`config.mk`:
```
export PLATFORM = sky130hd
export DESIGN_NAME = dds_voice_ctrl
export DESIGN_NICKNAME = d
export VERILOG_FILES = /design/src/rtl/dds_voice_ctrl.sv
export SDC_FILE = /design/constraint.sdc
export NUM_CORES = 1
export LEC_CHECK = 0
export CORE_MARGIN = 3
export CORE_UTILIZATION = 51
export DETAILED_ROUTE_END_ITERATION = 8
export HOLD_SLACK_MARGIN = 0.05
export PLACE_DENSITY = 0.89
export SKIP_CTS_REPAIR_TIMING = 1
export SYNTH_ARGS = -nofsm -noshare
export SYNTH_HDL_FRONTEND = slang
export SYNTH_SLANG_ARGS = --single-unit
export TNS_END_PERCENT = 1
```
`constraint.sdc`:
```
create_clock -name clk_i -period 4.52 [get_ports clk_i]
set_input_delay 0.452 -clock clk_i [delete_from_list [all_inputs] [get_ports clk_i]]
set_output_delay 0.452 -clock clk_i [all_outputs]
set_load 0.01 [all_outputs]
```
`src/rtl/dds_voice_ctrl.sv`:
```
// Four-voice DDS control block: byte frames on the command port set per-voice tuning,
// waveform and enable; a round-robin scanner selects enabled voices. Optional readback: DDS_CTRL_READBACK_EN.
module dds_voice_ctrl #(
    parameter int SCAN_DIV = 4,
    parameter int TIMEOUT  = 255
) (
    input  logic        clk_i,
    input  logic        rst_i,
    input  logic [7:0]  cmd_data_i,
    input  logic        cmd_valid_i,
    output logic        cmd_ready_o,
    input  logic        err_clr_i,
    output logic [15:0] tune0_o,
    output logic [15:0] tune1_o,
    output logic [15:0] tune2_o,
    output logic [15:0] tune3_o,
    output logic [2:0]  sel0_o,
    output logic [2:0]  sel1_o,
    output logic [2:0]  sel2_o,
    output logic [2:0]  sel3_o,
    output logic [3:0]  voice_en_o,
    output logic [1:0]  scan_sel_o,
    output logic        scan_valid_o,
    output logic        err_o,
`ifdef DDS_CTRL_READBACK_EN
    output logic [7:0]  rsp_data_o,
    output logic        rsp_valid_o,
    input  logic        rsp_ready_i,
`endif
    output logic [2:0]  state_o
);

    localparam logic [2:0] S_IDLE   = 3'd0;
    localparam logic [2:0] S_HI     = 3'd1;
    localparam logic [2:0] S_LO     = 3'd2;
    localparam logic [2:0] S_COMMIT = 3'd3;
`ifdef DDS_CTRL_READBACK_EN
    localparam logic [2:0] S_RD_HI  = 3'd4;
    localparam logic [2:0] S_RD_LO  = 3'd5;
`endif

    localparam logic [7:0] TMO_LAST  = 8'(TIMEOUT - 1);
    localparam logic [7:0] SCAN_LAST = 8'(SCAN_DIV - 1);

    logic [2:0]  state_q, state_d;
    logic [1:0]  voice_q, voice_d;
    logic [2:0]  wave_q, wave_d;
    logic        en_q, en_d;
    logic [15:0] word_q, word_d;
    logic [7:0]  tmo_q, tmo_d;
    logic        err_q, err_d;
    logic [7:0]  scan_cnt_q, scan_cnt_d;
    logic [1:0]  scan_sel_q, scan_sel_d;
    logic [15:0] tune_q [4];
    logic [2:0]  sel_q [4];
    logic [3:0]  voice_en_q;

    logic        accept;
    logic        hdr_bad;
    logic        err_set;
    logic        commit;
    logic        scan_found;
    logic [1:0]  scan_next;
    logic [1:0]  scan_cand;

    // Handshakes: a byte/response transfers on a rising edge where valid and ready are both
    // high; ready never depends on valid, and rsp_data stays stable while rsp_valid waits.
    assign cmd_ready_o = (state_q == S_IDLE) || (state_q == S_HI) || (state_q == S_LO);
    assign accept      = cmd_valid_i && cmd_ready_o;

`ifdef DDS_CTRL_READBACK_EN
    assign hdr_bad     = cmd_data_i[0];
    assign rsp_valid_o = (state_q == S_RD_HI) || (state_q == S_RD_LO);
    assign rsp_data_o  = (state_q == S_RD_LO) ? tune_q[voice_q][7:0] : tune_q[voice_q][15:8];
`else
    // Without readback a read request is just another malformed header.
    assign hdr_bad     = cmd_data_i[0] | cmd_data_i[1];
`endif

    always_comb begin
        state_d = state_q;
        voice_d = voice_q;
        wave_d  = wave_q;
        en_d    = en_q;
        word_d  = word_q;
        tmo_d   = tmo_q;
        err_set = 1'b0;
        commit  = 1'b0;
        case (state_q)
            S_IDLE: begin
                tmo_d = '0;
                if (accept) begin
                    if (hdr_bad) begin
                        err_set = 1'b1;
                    end else begin
                        voice_d = cmd_data_i[7:6];
                        wave_d  = cmd_data_i[5:3];
                        en_d    = cmd_data_i[2];
`ifdef DDS_CTRL_READBACK_EN
                        state_d = cmd_data_i[1] ? S_RD_HI : S_HI;
`else
                        state_d = S_HI;
`endif
                    end
                end
            end
            S_HI, S_LO: begin
                if (accept) begin
                    tmo_d = '0;
                    if (state_q == S_HI) begin
                        word_d[15:8] = cmd_data_i;
                        state_d      = S_LO;
                    end else begin
                        word_d[7:0] = cmd_data_i;
                        state_d     = S_COMMIT;
                    end
                end else if (tmo_q == TMO_LAST) begin
                    tmo_d   = '0;
                    err_set = 1'b1;
                    state_d = S_IDLE;
                end else begin
                    tmo_d = tmo_q + 8'd1;
                end
            end
            S_COMMIT: begin
                commit  = 1'b1;
                state_d = S_IDLE;
            end
`ifdef DDS_CTRL_READBACK_EN
            S_RD_HI: begin
                if (rsp_ready_i) state_d = S_RD_LO;
            end
            S_RD_LO: begin
                if (rsp_ready_i) state_d = S_IDLE;
            end
`endif
            default: state_d = S_IDLE;
        endcase
    end

    // A new error in the same cycle as err_clr wins so no error is ever lost.
    assign err_d = (err_q & ~err_clr_i) | err_set;

    always_comb begin
        scan_found = 1'b0;
        scan_next  = scan_sel_q;
        scan_cand  = scan_sel_q;
        for (int k = 1; k <= 4; k++) begin
            scan_cand = scan_sel_q + 2'(k);
            if (!scan_found && voice_en_q[scan_cand]) begin
                scan_next  = scan_cand;
                scan_found = 1'b1;
            end
        end
    end

    assign scan_cnt_d = (scan_cnt_q == SCAN_LAST) ? 8'd0 : scan_cnt_q + 8'd1;
    assign scan_sel_d = ((scan_cnt_q == SCAN_LAST) && scan_found) ? scan_next : scan_sel_q;

    always_ff @(posedge clk_i or posedge rst_i) begin
        if (rst_i) begin
            state_q    <= S_IDLE;
            voice_q    <= '0;
            wave_q     <= '0;
            en_q       <= 1'b0;
            word_q     <= '0;
            tmo_q      <= '0;
            err_q      <= 1'b0;
            scan_cnt_q <= '0;
            scan_sel_q <= '0;
        end else begin
            state_q    <= state_d;
            voice_q    <= voice_d;
            wave_q     <= wave_d;
            en_q       <= en_d;
            word_q     <= word_d;
            tmo_q      <= tmo_d;
            err_q      <= err_d;
            scan_cnt_q <= scan_cnt_d;
            scan_sel_q <= scan_sel_d;
        end
    end

    always_ff @(posedge clk_i or posedge rst_i) begin
        if (rst_i) begin
            for (int i = 0; i < 4; i++) begin
                tune_q[i] <= '0;
                sel_q[i]  <= '0;
            end
            voice_en_q <= '0;
        end else if (commit) begin
            tune_q[voice_q]     <= word_q;
            sel_q[voice_q]      <= wave_q;
            voice_en_q[voice_q] <= en_q;
        end
    end

    assign tune0_o      = tune_q[0];
    assign tune1_o      = tune_q[1];
    assign tune2_o      = tune_q[2];
    assign tune3_o      = tune_q[3];
    assign sel0_o       = sel_q[0];
    assign sel1_o       = sel_q[1];
    assign sel2_o       = sel_q[2];
    assign sel3_o       = sel_q[3];
    assign voice_en_o   = voice_en_q;
    assign scan_sel_o   = scan_sel_q;
    assign scan_valid_o = voice_en_q[scan_sel_q];
    assign err_o        = err_q;
    assign state_o      = state_q;

endmodule

```
======== Yosys cells after proc, flatten, opt, wreduce, memory -nomap -nowiden ========
Index checks and enable logic that the tools add are counted.
W data, S select, Z words.
storage, ports and cells
  input bits .............................. 12
  register bits ........................... 124
  logic and storage cells ................. 109
operators by class
  muxes and demuxes ....................... 40
  bitwise logic cells ..................... 8
  $add $sub $neg .......................... 5
  eq/ne operators ......................... 8
  reduce and logical (&&, ||, !) cells .... 21
  magnitude comparators ................... 8
operators by type and width
  cell                   count
  $bwmux W64             1
  $demux W16 S2          1
  $mux W8                3
  $add A8 B1 Y8 const B  2
  $mux W16               1
  $pmux W8 S2            1
  $lt A2 B3 Y1 const B   5
  $mux W1                15
  $mux W3                5
  $reduce_and A3 Y1      5
  $bwmux W12             1
  $bmux W1 S2            4
  $eq A8 B2 Y1 const B   1
  $eq A8 B8 Y1 const B   1
  $logic_and A1 B1 Y1    7
  $demux W3 S2           1
  $eq A3 B2 Y1 const B   2
  $mux W2                3
  $pmux W3 S2            1
  $add A2 B2 Y2 const B  2
  $bwmux W4              1
  $ne A2 B2 Y1 const B   2
  $not A1 Y1             4
  $eq A3 B1 Y1 const B   1
  other kinds (16)       20

======== Longest topological paths before layout ========
  depth after elaboration ................. 15
  gate-level depth with buffers ........... 7

======== Worst setup path after synthesis ========
Ideal clock, no wire load.
  path type ............................... reg2reg
  start ................................... reg state_q[0], in the netlist state_o[0]
  end ..................................... reg sel_q (netlist bit sel0_o[0])
  clock period less this slack ............ 1.794 ns
  arrival time ............................ 1.669 ns
  buffers on the path ..................... 1
  library setup time ...................... 0.125 ns
  slack ................................... 2.726 ns
  stages on the path, launching flop included .. 6
  required time ........................... 4.395 ns
  cells stage by stage .................... dfrtp_1 -> ha_1 -> inv_1 -> nor3_1 -> buf_2 -> mux2_2
on the way
  word-level cells in the longest chain between the ends .. 2
ends and longest elaborated chain
  element                         RTL line  RTL
  start: declaration              45        logic [2:0] state_q, state_d;
  start signal: assignment        172       state_q <= state_d;
  $eq A3 B2 Y1                    89        case (state_q)
  $mux W1                         89
  end signal: indexed assignment  193       sel_q[voice_q] <= wave_q;
  end: declaration                55        logic [2:0] sel_q [4];
Every way passes these cells.
A chain may end at the register's enable or synchronous reset.

======== Worst setup path in the final report ========
  start ................................... reg scan_sel_q[1], in the netlist scan_sel_o[1]
  end ..................................... out scan_valid_o
on the way
  word-level cells in the longest chain between the ends .. 2
ends and longest elaborated chain
  element                        RTL line  RTL
  start: declaration             53        logic [1:0] scan_sel_q, scan_sel_d;
  start signal: assignment       180       scan_sel_q <= scan_sel_d;
  $bmux W1 S2                    208       assign scan_valid_o = voice_en_q[scan_sel_q];
  $mux W1 (implied by the code)  208
  end: declaration               23        output logic scan_valid_o,
Every way passes these cells. The select of a mux whose other input is x is not followed.

==> results.py <==
metrics = {
    "grt": {
        "gr-total-overflow": 0,
        "grt_pass1_wl_mm": 18.6,
        "grt_usage": 0.217,
        "grt_max_degree": 88,
        "antenna_found_initial": 0,
        "grt_pass1_vias": 3479,
    },
    "status": {
        "status": "complete, no violations",
    },
    "timing": {
        "fmax_mhz": 396,
        "setup_viol": 0,
        "setup_tns_ps": 0,
        "maxSlewHeadroom": 0.221,
        "fin_skew_ps": 9.90,
        "hold_viol_final": 0,
        "rsz0062_at_grt": "false",
        "drv_slew": 0,
        "fin_crit_sh": 0.558,
        "min_period_ps": 2520,
        "worst_slack_ps": 2000,
        "tightest_slew_ps": 1170,
        "hold_slack_ps": 485,
    },
    "power": {
        "pwr_density_cell_nw_per_um2": 668,
        "leakagePower_nw": 3.07,
        "finalPower_mw": 4.48,
        "vdd_drop_max_mv": 0.378,
    },
    "routing": {
        "postRouteAntennaNets": 0,
        "drc": 0,
        "via_per_inst": 5.45,
        "firstDrtPassIters": 4,
        "finalWirelength_mm": 11.4,
        "drt_first_iter_violations": 142,
        "wl_per_cell_um": 19.0,
        "vias": 3277,
    },
    "clock_network": {
        "cts_buffers": 17,
        "clock-sinks": 123,
        "path_clk_slew_ps": 60,
        "cts_buffer_depth": 2,
        "clkLatencyLatePin_ps": 500,
        "cts-root-buf": "clkbuf_8",
        "h-tree-depth": 4,
        "cts_tree": "yes",
    },
    "synth": {
        "synth_top_area_cell": "dfrtp_1",
        "synth_fp_nets": 369,
        "ys_ff_latch": 123,
        "synth_edf_count": 0,
        "synthDominantCellAreaShare": 0.615,
        "synthesis.instances": 350,
        "synth_common_cells": "123 x dfrtp_1, 102 x mux2_2, 15 x nor2_1",
        "ys_seq_area_frac": 0.615,
        "yosysWarningCount": 0,
        "yosys.cell_count.top_type": "dfrtp_1",
        "synth_cell_types": 40,
        "async_flop_share": 1.00,
        "synth_ff_type": "dfrtp_1",
        "syn_avg_cell_area_um2": 14.3,
        "syn_area_um2": 5000,
        "synth_area_leaders": "dfrtp_1 62%, mux2_2 23%, ha_1 1.8%",
    },
    "job": {
        "cap_violations": 0,
    },
    "setup_path": {
        "worst_path_max_delay_cell": "mux4_2",
        "required_ps": 4070,
        "start_kind": "flop",
        "reg2reg_from": "state_o[0]",
        "worstPathArrival_ps": 2070,
        "startpoint": "scan_sel_o[1]",
        "cpPeakStageDelay_ps": 540,
        "cp-end-kind": "primary output",
        "cp_cell_sequence": "mux4_2 -> clkdlybuf4s50_1",
        "critical_path_class": "flop to primary output",
        "crit_end": "scan_valid_o",
        "worstPathMaxFanout": 10,
        "timing.rr.end": "tune1_o[7]",
        "ff2ff_path_depth": 3,
        "worst-r2r-setup-slack_ps": 2240,
    },
    "placed_design": {
        "gp_congestion": 0.832,
        "port_buffers": 98,
        "dp_hpwl_mm": 7.51,
        "place_ws_ps": 2230,
    },
    "finish": {
        "syn2layout_area_growth_pct": 34.0,
        "nNetsFinal": 478,
        "diodes": 0,
        "nFillCells": 628,
        "seq_area_um2": 3080,
        "drive_gt1_frac": 0.307,
        "multi_input_area_um2": 1850,
    },
    "floorplanning": {
        "die-height_um": 105,
        "die_width_um": 105,
        "start_util": 0.534,
        "die_area_um2": 11000,
        "io_pins": 100,
        "coreArea_um2": 9370,
        "fp-row-count": 35,
    },
    "worst_hold_path": {
        "holdCritPathClass": "flop to flop",
    },
}
-- report_power, final --
part           total [mW]  internal (mW)  switching (mW)
Clock                1.30          0.801           0.496
Combinational        1.37          0.841           0.532
Sequential           1.81           1.47           0.339
Total                4.48           3.11            1.37
-- final cells by class --
type | count | share of cell area
clock buffers | 19 | 0.0644
well taps | 129 | 0.0241
flip-flops and latches | 123 | 0.459
repair buffers | 102 | 0.151
clock inverters | 13 | 0.0213
multi-input cells | 207 | 0.275
inverters | 8 | 0.00485
-- cells by family after synthesis --
group,after synthesis,synth area share
AO/OA/AOI/OAI,28,0.0373
multiplexers,104,0.236
flip-flops,123,0.615
XOR/XNOR,9,0.0158
buffers and inverters,20,0.0165
other,1,0.000750
AND/OR/NAND/NOR,58,0.0605
adder cells (fa/ha/maj),7,0.0175
-- registers in the layout, indices dropped and copies added (netlist names) --
register,cells
en_q,1
err_o,1
scan_cnt_q,8
scan_sel_o,2
sel0_o,3
sel1_o,3
sel2_o,3
sel3_o,3
state_o,2
tmo_q,8
tune0_o,16
tune1_o,16
tune2_o,16
tune3_o,16
voice_en_o,4
voice_q,2
wave_q,3
word_q,16
-- critical path: cells and delay by family (launching register included) --
kind | cells | cell delay [ps]
buffers and inverters | 1 | 500
multiplexers | 1 | 540
flip-flops | 1 | 530
-- placed cells by master, fill, tap and decap left out, types with 3 or more instances in the layout --
cell	count
clkdlybuf4s50_1	98
mux2_2	102
o21ai_0	7
nor3_1	3
inv_1	7
nor2_1	15
ha_1	7
dfrtp_1	123
nor2b_1	4
nand3_1	12
clkinvlp_4	5
a21oi_1	6
o31ai_1	4
xor2_1	4
nand2_1	10
buf_4	4
xnor2_1	5
clkbuf_16	16
-- per-stage QoR --
| stage | instances | utilization | cell area, µm² |
|---|---|---|---|
| after floorplan | 350 | - | 5000 |
| after global placement | 569 | 0.654 | 6130 |
| after detailed placement | 569 | 0.654 | 6130 |
| after CTS | 601 | 0.715 | 6700 |
| after global routing | 601 | 0.715 | 6700 |
| final | 601 | 0.715 | 6700 |
-- worst min-delay path by stage --
stage / end / slack, ps / cells past startpoint / from
2_1_floorplan: scan_cnt_q[0] / 440 / 1 / scan_cnt_q[0]
3_3_place_gp: scan_cnt_q[0] / 460 / 1 / scan_cnt_q[0]
3_5_place_dp: scan_cnt_q[0] / 470 / 1 / scan_cnt_q[0]
4_1_cts: scan_cnt_q[0] / 480 / 1 / scan_cnt_q[0]
5_1_grt: scan_cnt_q[0] / 490 / 1 / scan_cnt_q[0]
6_report: scan_cnt_q[0] / 480 / 1 / scan_cnt_q[0]
-- layer usage --
metal  vias to the layer above  global-route usage  wire length, µm
li1                       1466                   -                -
met1                      1689               0.270             4760
met2                       109               0.372             6010
met3                        13              0.0593              568
met4                         0              0.0600               99
met5                         -                   0                0
Note: power is estimated with default switching activity, not from simulation.
